==> src/rtl/fft_pkg.sv <==
// ============================================================================
// Module  : fft_pkg
// Brief   : Shared widths, Q-format constants and round/saturate helper for
//           the SDF FFT datapath.
// Revision: 1.0
// ============================================================================
`default_nettype none

package fft_pkg;

    localparam int FFT_DATA_WIDTH = 16;
    localparam int FFT_TW_WIDTH   = 16;

    // Working width of sat_round; must exceed DATA_WIDTH+TW_WIDTH+2.
    localparam int ACC_W = 64;

    localparam logic signed [FFT_TW_WIDTH-1:0] ONE_Q       = FFT_TW_WIDTH'((1 << (FFT_TW_WIDTH-1)) - 1);
    localparam logic signed [FFT_TW_WIDTH-1:0] MINUS_ONE_Q = FFT_TW_WIDTH'(1 << (FFT_TW_WIDTH-1));

    localparam int SAT_MAX = (1 << (FFT_DATA_WIDTH-1)) - 1;
    localparam int SAT_MIN = -(1 << (FFT_DATA_WIDTH-1));

    typedef struct packed {
        logic                    ovf;
        logic signed [ACC_W-1:0] value;
    } sat_res_t;

    // Round half toward +inf by 'shift' bits, then range-check against a
    // signed 'width'-bit field; clamps when sat=1, otherwise leaves the value
    // for the caller to truncate.
    function automatic sat_res_t sat_round(
        input logic signed [ACC_W-1:0] value,
        input int                      shift,
        input int                      width,
        input logic                    sat
    );
        logic signed [ACC_W-1:0] bias;
        logic signed [ACC_W-1:0] rnd;
        logic signed [ACC_W-1:0] maxv;
        logic signed [ACC_W-1:0] minv;
        sat_res_t                res;
        bias = (shift > 0) ? (ACC_W'(1) << (shift - 1)) : ACC_W'(0);
        rnd  = (value + bias) >>> shift;
        maxv = (ACC_W'(1) << (width - 1)) - ACC_W'(1);
        minv = -maxv - ACC_W'(1);
        res.ovf   = (rnd > maxv) || (rnd < minv);
        res.value = rnd;
        if (sat && (rnd > maxv)) begin
            res.value = maxv;
        end else if (sat && (rnd < minv)) begin
            res.value = minv;
        end
        return res;
    endfunction

endpackage

`default_nettype wire

==> src/rtl/cmult_pipe.sv <==
// ============================================================================
// Module  : cmult_pipe
// Brief   : Registered full-precision complex multiplier p = a * b.
// Revision: 1.0
// ============================================================================
`default_nettype none

module cmult_pipe #(
    parameter int A_W = 17,
    parameter int B_W = 16
) (
    input  logic                     clk,
    input  logic                     rst,
    input  logic                     en,
    input  logic signed [A_W-1:0]    ar,
    input  logic signed [A_W-1:0]    ai,
    input  logic signed [B_W-1:0]    br,
    input  logic signed [B_W-1:0]    bi,
    output logic signed [A_W+B_W:0]  pr,
    output logic signed [A_W+B_W:0]  pi
);

    localparam int P_W = A_W + B_W + 1;

    logic signed [P_W-1:0] w_ar;
    logic signed [P_W-1:0] w_ai;
    logic signed [P_W-1:0] w_br;
    logic signed [P_W-1:0] w_bi;

    assign w_ar = P_W'(ar);
    assign w_ai = P_W'(ai);
    assign w_br = P_W'(br);
    assign w_bi = P_W'(bi);

    always_ff @(posedge clk or negedge rst) begin
        if (!rst) begin
            pr <= '0;
            pi <= '0;
        end else if (en) begin
            pr <= (w_ar * w_br) - (w_ai * w_bi);
            pi <= (w_ar * w_bi) + (w_ai * w_br);
        end
    end

endmodule

`default_nettype wire

==> src/rtl/butterfly_r2_pipe.sv <==
// ============================================================================
// Module  : butterfly_r2_pipe
// Brief   : 3-stage radix-2 DIF butterfly: sum = a+b, diff = (a-b)*W with
//           optional /2 scaling, rounding, saturation and overflow flags.
// Revision: 1.0
// ============================================================================
`default_nettype none

module butterfly_r2_pipe
    import fft_pkg::*;
#(
    parameter int DATA_WIDTH = FFT_DATA_WIDTH,
    parameter int TW_WIDTH   = FFT_TW_WIDTH,
    parameter int SAT_EN     = 1
) (
    input  logic                         clk,
    input  logic                         rst,
    input  logic                         en,
    input  logic                         in_valid,
    input  logic                         scale,
    input  logic signed [DATA_WIDTH-1:0] in1_r,
    input  logic signed [DATA_WIDTH-1:0] in1_i,
    input  logic signed [DATA_WIDTH-1:0] in2_r,
    input  logic signed [DATA_WIDTH-1:0] in2_i,
    input  logic signed [TW_WIDTH-1:0]   tw_r,
    input  logic signed [TW_WIDTH-1:0]   tw_i,
    input  logic                         ovf_clr,
    output logic                         out_valid,
    output logic signed [DATA_WIDTH-1:0] sum_out_r,
    output logic signed [DATA_WIDTH-1:0] sum_out_i,
    output logic signed [DATA_WIDTH-1:0] diff_out_r,
    output logic signed [DATA_WIDTH-1:0] diff_out_i,
    output logic                         ovf,
    output logic                         ovf_sticky
);

    localparam int   SW  = DATA_WIDTH + 1;
    localparam int   PW  = DATA_WIDTH + TW_WIDTH + 2;
    localparam logic SAT = (SAT_EN != 0);

    // Stage 1: full-precision sum/difference
    logic signed [SW-1:0]       r_s1_sr, r_s1_si, r_s1_dr, r_s1_di;
    logic signed [TW_WIDTH-1:0] r_s1_twr, r_s1_twi;
    logic                       r_s1_scale, r_s1_v;

    always_ff @(posedge clk or negedge rst) begin
        if (!rst) begin
            r_s1_sr    <= '0;
            r_s1_si    <= '0;
            r_s1_dr    <= '0;
            r_s1_di    <= '0;
            r_s1_twr   <= '0;
            r_s1_twi   <= '0;
            r_s1_scale <= 1'b0;
            r_s1_v     <= 1'b0;
        end else if (en) begin
            r_s1_sr    <= SW'(in1_r) + SW'(in2_r);
            r_s1_si    <= SW'(in1_i) + SW'(in2_i);
            r_s1_dr    <= SW'(in1_r) - SW'(in2_r);
            r_s1_di    <= SW'(in1_i) - SW'(in2_i);
            r_s1_twr   <= tw_r;
            r_s1_twi   <= tw_i;
            r_s1_scale <= scale;
            r_s1_v     <= in_valid;
        end
    end

    // Stage 2: twiddle multiply, sum path delayed to match
    logic signed [PW-1:0] w_pr, w_pi;
    logic signed [SW-1:0] r_s2_sr, r_s2_si;
    logic                 r_s2_scale, r_s2_v;

    cmult_pipe #(
        .A_W (SW),
        .B_W (TW_WIDTH)
    ) u_cmult (
        .clk (clk),
        .rst (rst),
        .en  (en),
        .ar  (r_s1_dr),
        .ai  (r_s1_di),
        .br  (r_s1_twr),
        .bi  (r_s1_twi),
        .pr  (w_pr),
        .pi  (w_pi)
    );

    always_ff @(posedge clk or negedge rst) begin
        if (!rst) begin
            r_s2_sr    <= '0;
            r_s2_si    <= '0;
            r_s2_scale <= 1'b0;
            r_s2_v     <= 1'b0;
        end else if (en) begin
            r_s2_sr    <= r_s1_sr;
            r_s2_si    <= r_s1_si;
            r_s2_scale <= r_s1_scale;
            r_s2_v     <= r_s1_v;
        end
    end

    // Stage 3: round, reduce width, flag overflow
    int       w_sum_sh, w_prod_sh;
    sat_res_t w_res_sr, w_res_si, w_res_dr, w_res_di;
    logic     w_ovf_any, w_sticky_set, w_unused;

    assign w_sum_sh  = r_s2_scale ? 1 : 0;
    assign w_prod_sh = r_s2_scale ? TW_WIDTH : TW_WIDTH - 1;

    assign w_res_sr = sat_round(ACC_W'(r_s2_sr), w_sum_sh,  DATA_WIDTH, SAT);
    assign w_res_si = sat_round(ACC_W'(r_s2_si), w_sum_sh,  DATA_WIDTH, SAT);
    assign w_res_dr = sat_round(ACC_W'(w_pr),    w_prod_sh, DATA_WIDTH, SAT);
    assign w_res_di = sat_round(ACC_W'(w_pi),    w_prod_sh, DATA_WIDTH, SAT);

    assign w_ovf_any = w_res_sr.ovf | w_res_si.ovf | w_res_dr.ovf | w_res_di.ovf;
    assign w_unused  = ^{w_res_sr.value[ACC_W-1:DATA_WIDTH], w_res_si.value[ACC_W-1:DATA_WIDTH],
                         w_res_dr.value[ACC_W-1:DATA_WIDTH], w_res_di.value[ACC_W-1:DATA_WIDTH]};

    always_ff @(posedge clk or negedge rst) begin
        if (!rst) begin
            sum_out_r  <= '0;
            sum_out_i  <= '0;
            diff_out_r <= '0;
            diff_out_i <= '0;
            out_valid  <= 1'b0;
            ovf        <= 1'b0;
        end else if (en) begin
            sum_out_r  <= w_res_sr.value[DATA_WIDTH-1:0];
            sum_out_i  <= w_res_si.value[DATA_WIDTH-1:0];
            diff_out_r <= w_res_dr.value[DATA_WIDTH-1:0];
            diff_out_i <= w_res_di.value[DATA_WIDTH-1:0];
            out_valid  <= r_s2_v;
            ovf        <= r_s2_v & w_ovf_any;
        end
    end

    // Sticky rises with ovf on the same edge; a held ovf=1 blocks a clear.
    assign w_sticky_set = ovf | (en & r_s2_v & w_ovf_any);

    always_ff @(posedge clk or negedge rst) begin
        if (!rst) begin
            ovf_sticky <= 1'b0;
        end else begin
            ovf_sticky <= w_sticky_set | (ovf_sticky & ~ovf_clr);
        end
    end

endmodule

`default_nettype wire

==> config.mk <==
export PLATFORM = sky130hd
export DESIGN_NAME = butterfly_r2_pipe
export DESIGN_NICKNAME = d
export VERILOG_FILES = /design/src/rtl/fft_pkg.sv /design/src/rtl/cmult_pipe.sv /design/src/rtl/butterfly_r2_pipe.sv
export SDC_FILE = /design/constraint.sdc
export NUM_CORES = 2
export LEC_CHECK = 0
export CAP_MARGIN = 20
export CORE_ASPECT_RATIO = 0.75
export CORE_MARGIN = 2
export CORE_UTILIZATION = 45
export DETAILED_ROUTE_END_ITERATION = 16
export SLEW_MARGIN = 20
export SYNTH_ARGS = -nofsm -noshare
export SYNTH_HDL_FRONTEND = slang
export SYNTH_HIERARCHICAL = 1
export SYNTH_SLANG_ARGS = --single-unit
export TNS_END_PERCENT = 30
==> constraint.sdc <==
create_clock -name clk -period 9.8 [get_ports clk]
set_input_delay 1.47 -clock clk [delete_from_list [all_inputs] [get_ports clk]]
set_output_delay 1.47 -clock clk [all_outputs]
set_load 0.005 [all_outputs]
[Word-level counts from Yosys, hierarchy flattened]
Index checks and enable logic that the tools add are counted.
Storage, ports and cells
  flip-flop bits (word level): 273
  bits of input ports: 102
  output and inout bits: 67
  word-level logic and storage cells: 79
Cells by class
  add/subtract/negate cells: 12
  multiply operators: 4
  magnitude comparators: 10
  shift operators: 6
  muxes and demuxes: 12
  bitwise gates (word level): 10
  reduce and logical (&&, ||, !) cells: 4
Operators by type and width (number)
  $gt A64 B16 Y1 const B: 4
  $lt A64 B16 Y1 const B: 4
  $mul A17 B16 Y33: 4
  $add A17 B64 Y64: 2
  $add A34 B64 Y64: 2
  $mux W16: 8
  $mux W64: 2
  $shl A1 B32 Y64 const A: 2
  $sshr A64 B1 Y64: 2
  $sshr A64 B5 Y64: 2
  $add A16 B16 Y17: 2
  $add A34 B34 Y34: 1
  $sub A16 B16 Y17: 2
  $sub A34 B34 Y34: 1
  $sub A5 B1 Y6 const B: 1
  $gt A5 B1 Y1 const B: 1
  $mux W5: 1
  $or A1 B1 Y1: 5
  $and A1 B1 Y1: 4
  $logic_or A1 B1 Y1: 4
  $sub A1 B1 Y2 const B: 1
  $gt A1 B1 Y1 const B: 1
  $mux W1: 1
  $not A1 Y1: 1

[Logic depth before layout (Yosys ltp)]
  word-level depth: 14
  gate-level depth with buffers: 28
  gate-level depth less buffers: 26

[Cells and area by module]
Netlist, hierarchy kept.
By module, submodules not included
  cmult_pipe: times used 1, cells an instance 4728, area an instance 44890.6 um^2, sequential area each 1701.6 um^2
  butterfly_r2_pipe: times used 1, cells an instance 1714, area an instance 15014.4 um^2, sequential area each 5079.9 um^2

[Least setup slack after synthesis]
Ideal clock, no wire load.
  path type: register to register
  start point: register r_s1_twi[3]
  end point: register u_cmult.pi[31]
  library setup time: 0.120 ns
  data arrival time: 7.632 ns
  data required time: 9.680 ns
  path slack: 2.049 ns
  cell stages (with the launch flop): 26
  path buffers: 1
  period minus slack after synthesis: 7.751 ns
  cells stage by stage: dfrtp_1 > clkbuf_1 > and2_1 > fa_1 > inv_1 > fa_1 > inv_1 > fa_1 > inv_1 > fa_1 > inv_1 > fa_1 > fa_1 > fa_1 > inv_1 > fa_1 > inv_1 > ha_1 > o21ai_0 > nor2_1 > o41a_1 > a31oi_1 > o2111ai_1 > a41o_1 > or2_0 > a31o_1
On the way
  word-level cells in the longest chain between the ends: 2
RTL lines
  start, declared: line butterfly_r2_pipe.sv:43  | logic signed [TW_WIDTH-1:0] r_s1_twr, r_s1_twi;
  start signal, assigned: line butterfly_r2_pipe.sv:62  | r_s1_twi <= tw_i;
  $mul A17 B16 Y33: line cmult_pipe.sv:41  | pi <= (w_ar * w_bi) + (w_ai * w_br);
  $add A34 B34 Y34: line cmult_pipe.sv:41
  end signal, assigned: line cmult_pipe.sv:41
  end, declared: line cmult_pipe.sv:20  | output logic signed [A_W+B_W:0] pi
Every way passes these cells.
A chain may end at the register's enable or synchronous reset.

[Worst setup path in the final report]
  start point: register r_s1_twi[1]
  end point: register u_cmult.pr[33]
On the way
  word-level cells in the longest chain between the ends: 2
RTL lines
  $mul A17 B16 Y33: line cmult_pipe.sv:40  | pr <= (w_ar * w_br) - (w_ai * w_bi);
  $sub A34 B34 Y34: line cmult_pipe.sv:40
  end signal, assigned: line cmult_pipe.sv:40
  end, declared: line cmult_pipe.sv:19  | output logic signed [A_W+B_W:0] pr,
Every way passes these cells.

==> results.md <==
Run status
- complete, no violations — run status

Min path
- 2 — cell depth of the worst hold path
- ovf$_DFFE_PN0P_ — launch instance of the worst min-delay path
- ovf_sticky$_DFF_PN0_ — capture endpoint of the worst hold path
- reg -> reg — type of the tightest min-delay check

Detailed routing
- 21.21 µm — wire length per cell after detailed routing
- 171.5 mm — detailed-route wire length
- 3,335 — starting DRC count in detailed routing
- 5.292 — Vias per Instance
- 0 — number of nets still failing antenna checks after routing
- 42,810 — total via count in the routed design
- 0 — Post-route DRC
- 5 — first-pass iteration count of the detailed router

Timing
- 0 ns — sum of negative setup slack
- 0.8926 — post-route fraction of the period consumed by the critical path
- 0.06024 ns — final setup skew
- 0 — Final Hold Viols
- 114.3 MHz — maximum clock frequency
- 0 — total count of max-transition violations in the final report
- 1.052 ns — final worst slack
- 0 — total setup violations reported at the end of the flow
- 0.1413 — Rel. slew slack
- 1.274 ns — Worst-Margin Slew
- false — unrepaired setup endpoints after global routing
- 8.748 ns — post-layout min period

Clocking
- 2 — H-tree depth reported by CTS
- sky130_fd_sc_hd__clkbuf_16 — root buffer selected by CTS
- 0 — hold-fix buffer count after cts
- 0 — setup bufs post-CTS
- 0.07 ns — Clock transition at path regs
- 34 — TritonCTS Buffers
- 0.63 ns — later-pin clock latency in the skew report
- built — TritonCTS clock tree
- 243 — number of clock sinks seen by CTS
- 0 — number of gates resized after cts
- 3 — maximum number of buffers from clock root to sink

Finish
- 8,078 — # nets final
- sky130_fd_sc_hd__inv_1 (1,421), sky130_fd_sc_hd__fa_1 (1,239), sky130_fd_sc_hd__nand2_1 (655) — leading cell types in the layout, fill and taps excluded
- 12,170 — number of inserted filler cells in the final layout
- sky130_fd_sc_hd__inv_1 — most common cell after layout, fill and taps aside
- 8.070% — Area growth syn-to-layout
- 63,320 µm² — cell area after layout
- 0.05562 — share of post-route cells with drive strength above 1

Worst setup path
- 23 — worst reg-to-reg path cell count
- r_s1_twi[1]$_DFFE_PN0P_ — R2R Path Start
- flop — crit end category
- 27 — CP Max Fanout
- flop — crit start category
- 9.26 ns — Crit path arrival time
- u_cmult/pr[33]$_DFFE_PN0P_ — endpoint of the worst-slack reg-to-reg timing path
- reg -> reg — class of the most critical setup path
- 1.05 ns — flop-to-flop setup slack
- 10.32 ns — required time of the worst setup path

Global route
- 4 — initial antenna violation count
- 0 — total global routing overflow
- 143 — maximum number of pins on one net before global-route repair
- 271.1 mm — global-route wire length before repair
- 45,070 — vias in the first global route
- 0.2665 — GRT Util Overall

Die
- 129,100 µm² — core area
- 0.4539 — initial standard-cell utilization of the core
- 133,100 µm² — total die area
- 169 — ports placed on the boundary
- 420.7 µm — die span in x
- 114 — number of cell rows
- 316.5 µm — floorplan die height

Job
- 0 — max-cap violation count

Placed design
- 0.9393 — final weighted congestion of routability-driven global placement
- 168 — number of port buffers
- 139.7 mm — placed wire-length estimate
- 62,040 µm² — placed instance area
- 1.141 ns — DP Worst Slack

Synthesis
- 6 — Yosys warning count
- 6,336 — cell count after synthesis
- 58,590 µm² — Mapped Area
- 8,093 — synthesized net count
- 9.247 µm² — mean cell area of the mapped netlist

## stage by stage
step	hold WS [ns]	util	cells
after floorplan	0.4455	-	6336
after detailed placement	0.4639	0.4806	8024
after global placement	0.4644	0.4806	8024
final	0.4803	0.4905	8089
after global routing	0.4982	0.4905	8087
after CTS	0.4821	0.4903	8086
## final cells by class
class / count / area, µm² / share of cell area
Antenna cell: 2 / 5.005 / 0.00007904
Clock buffer: 42 / 930.9 / 0.01470
Clock inverter: 20 / 314.1 / 0.004960
Inverter: 1423 / 5341 / 0.08436
Multi-Input combinational cell: 4343 / 45890 / 0.7248
Sequential cell: 243 / 6098 / 0.09631
Tap cell: 1740 / 2177 / 0.03438
Timing Repair Buffer: 276 / 2560 / 0.04043
## state kept, by name, summed over array words and instances (netlist names), 16 cells and up
name / cells
u_cmult/pi: 20
u_cmult/pr: 20
r_s1_si: 17
r_s1_sr: 17
r_s2_si: 17
r_s2_sr: 17
diff_out_i: 16
diff_out_r: 16
r_s1_di: 16
r_s1_dr: 16
r_s1_twi: 16
r_s1_twr: 16
sum_out_i: 16
sum_out_r: 16
## routing by layer
layer  GRT usage  vias up  part of all wire
li1            -    19190                 -
met1      0.4020    22100              0.47
met2      0.3912     1316              0.42
met3     0.05038      194             0.072
met4     0.07307        2             0.030
met5           0        -          0.000076
## how the worst max path moves through the flow
stage | from | endpoint
6_report | r_s1_twi[1]$_DFFE_PN0P_ | u_cmult/pr[33]$_DFFE_PN0P_
5_1_grt | r_s1_twi[1]$_DFFE_PN0P_ | u_cmult/pr[29]$_DFFE_PN0P_
4_1_cts | r_s1_twi[1]$_DFFE_PN0P_ | u_cmult/pr[33]$_DFFE_PN0P_
3_5_place_dp | r_s1_di[16]$_DFFE_PN0P_ | u_cmult/pi[31]$_DFFE_PN0P_
3_3_place_gp | r_s1_twi[0]$_DFFE_PN0P_ | u_cmult/pi[31]$_DFFE_PN0P_
2_1_floorplan | r_s1_twi[3]$_DFFE_PN0P_ | u_cmult/pi[31]$_DFFE_PN0P_
## critical path, stage by stage (launching register included)
cell	delay [ns]
sky130_fd_sc_hd__dfrtp_1	0.92
sky130_fd_sc_hd__buf_4	0.33
sky130_fd_sc_hd__nand2_1	0.14
sky130_fd_sc_hd__inv_1	0.57
sky130_fd_sc_hd__fa_1	0.57
sky130_fd_sc_hd__fa_1	0.50
sky130_fd_sc_hd__fa_1	0.54
sky130_fd_sc_hd__inv_1	0.05
sky130_fd_sc_hd__fa_1	0.51
sky130_fd_sc_hd__fa_1	0.45
sky130_fd_sc_hd__fa_1	0.52
sky130_fd_sc_hd__fa_1	0.55
sky130_fd_sc_hd__inv_1	0.06
sky130_fd_sc_hd__fa_1	0.53
sky130_fd_sc_hd__inv_1	0.04
sky130_fd_sc_hd__ha_1	0.42
sky130_fd_sc_hd__and3_1	0.23
sky130_fd_sc_hd__nand2_1	0.08
sky130_fd_sc_hd__nor2_1	0.29
sky130_fd_sc_hd__o311ai_1	0.25
sky130_fd_sc_hd__a21oi_1	0.41
sky130_fd_sc_hd__a211oi_1	0.17
sky130_fd_sc_hd__or3_1	0.39
sky130_fd_sc_hd__o221ai_1	0.08
Power is not shown: default switching activity piles up to over one toggle a cycle in this logic, so the estimate is an artifact.
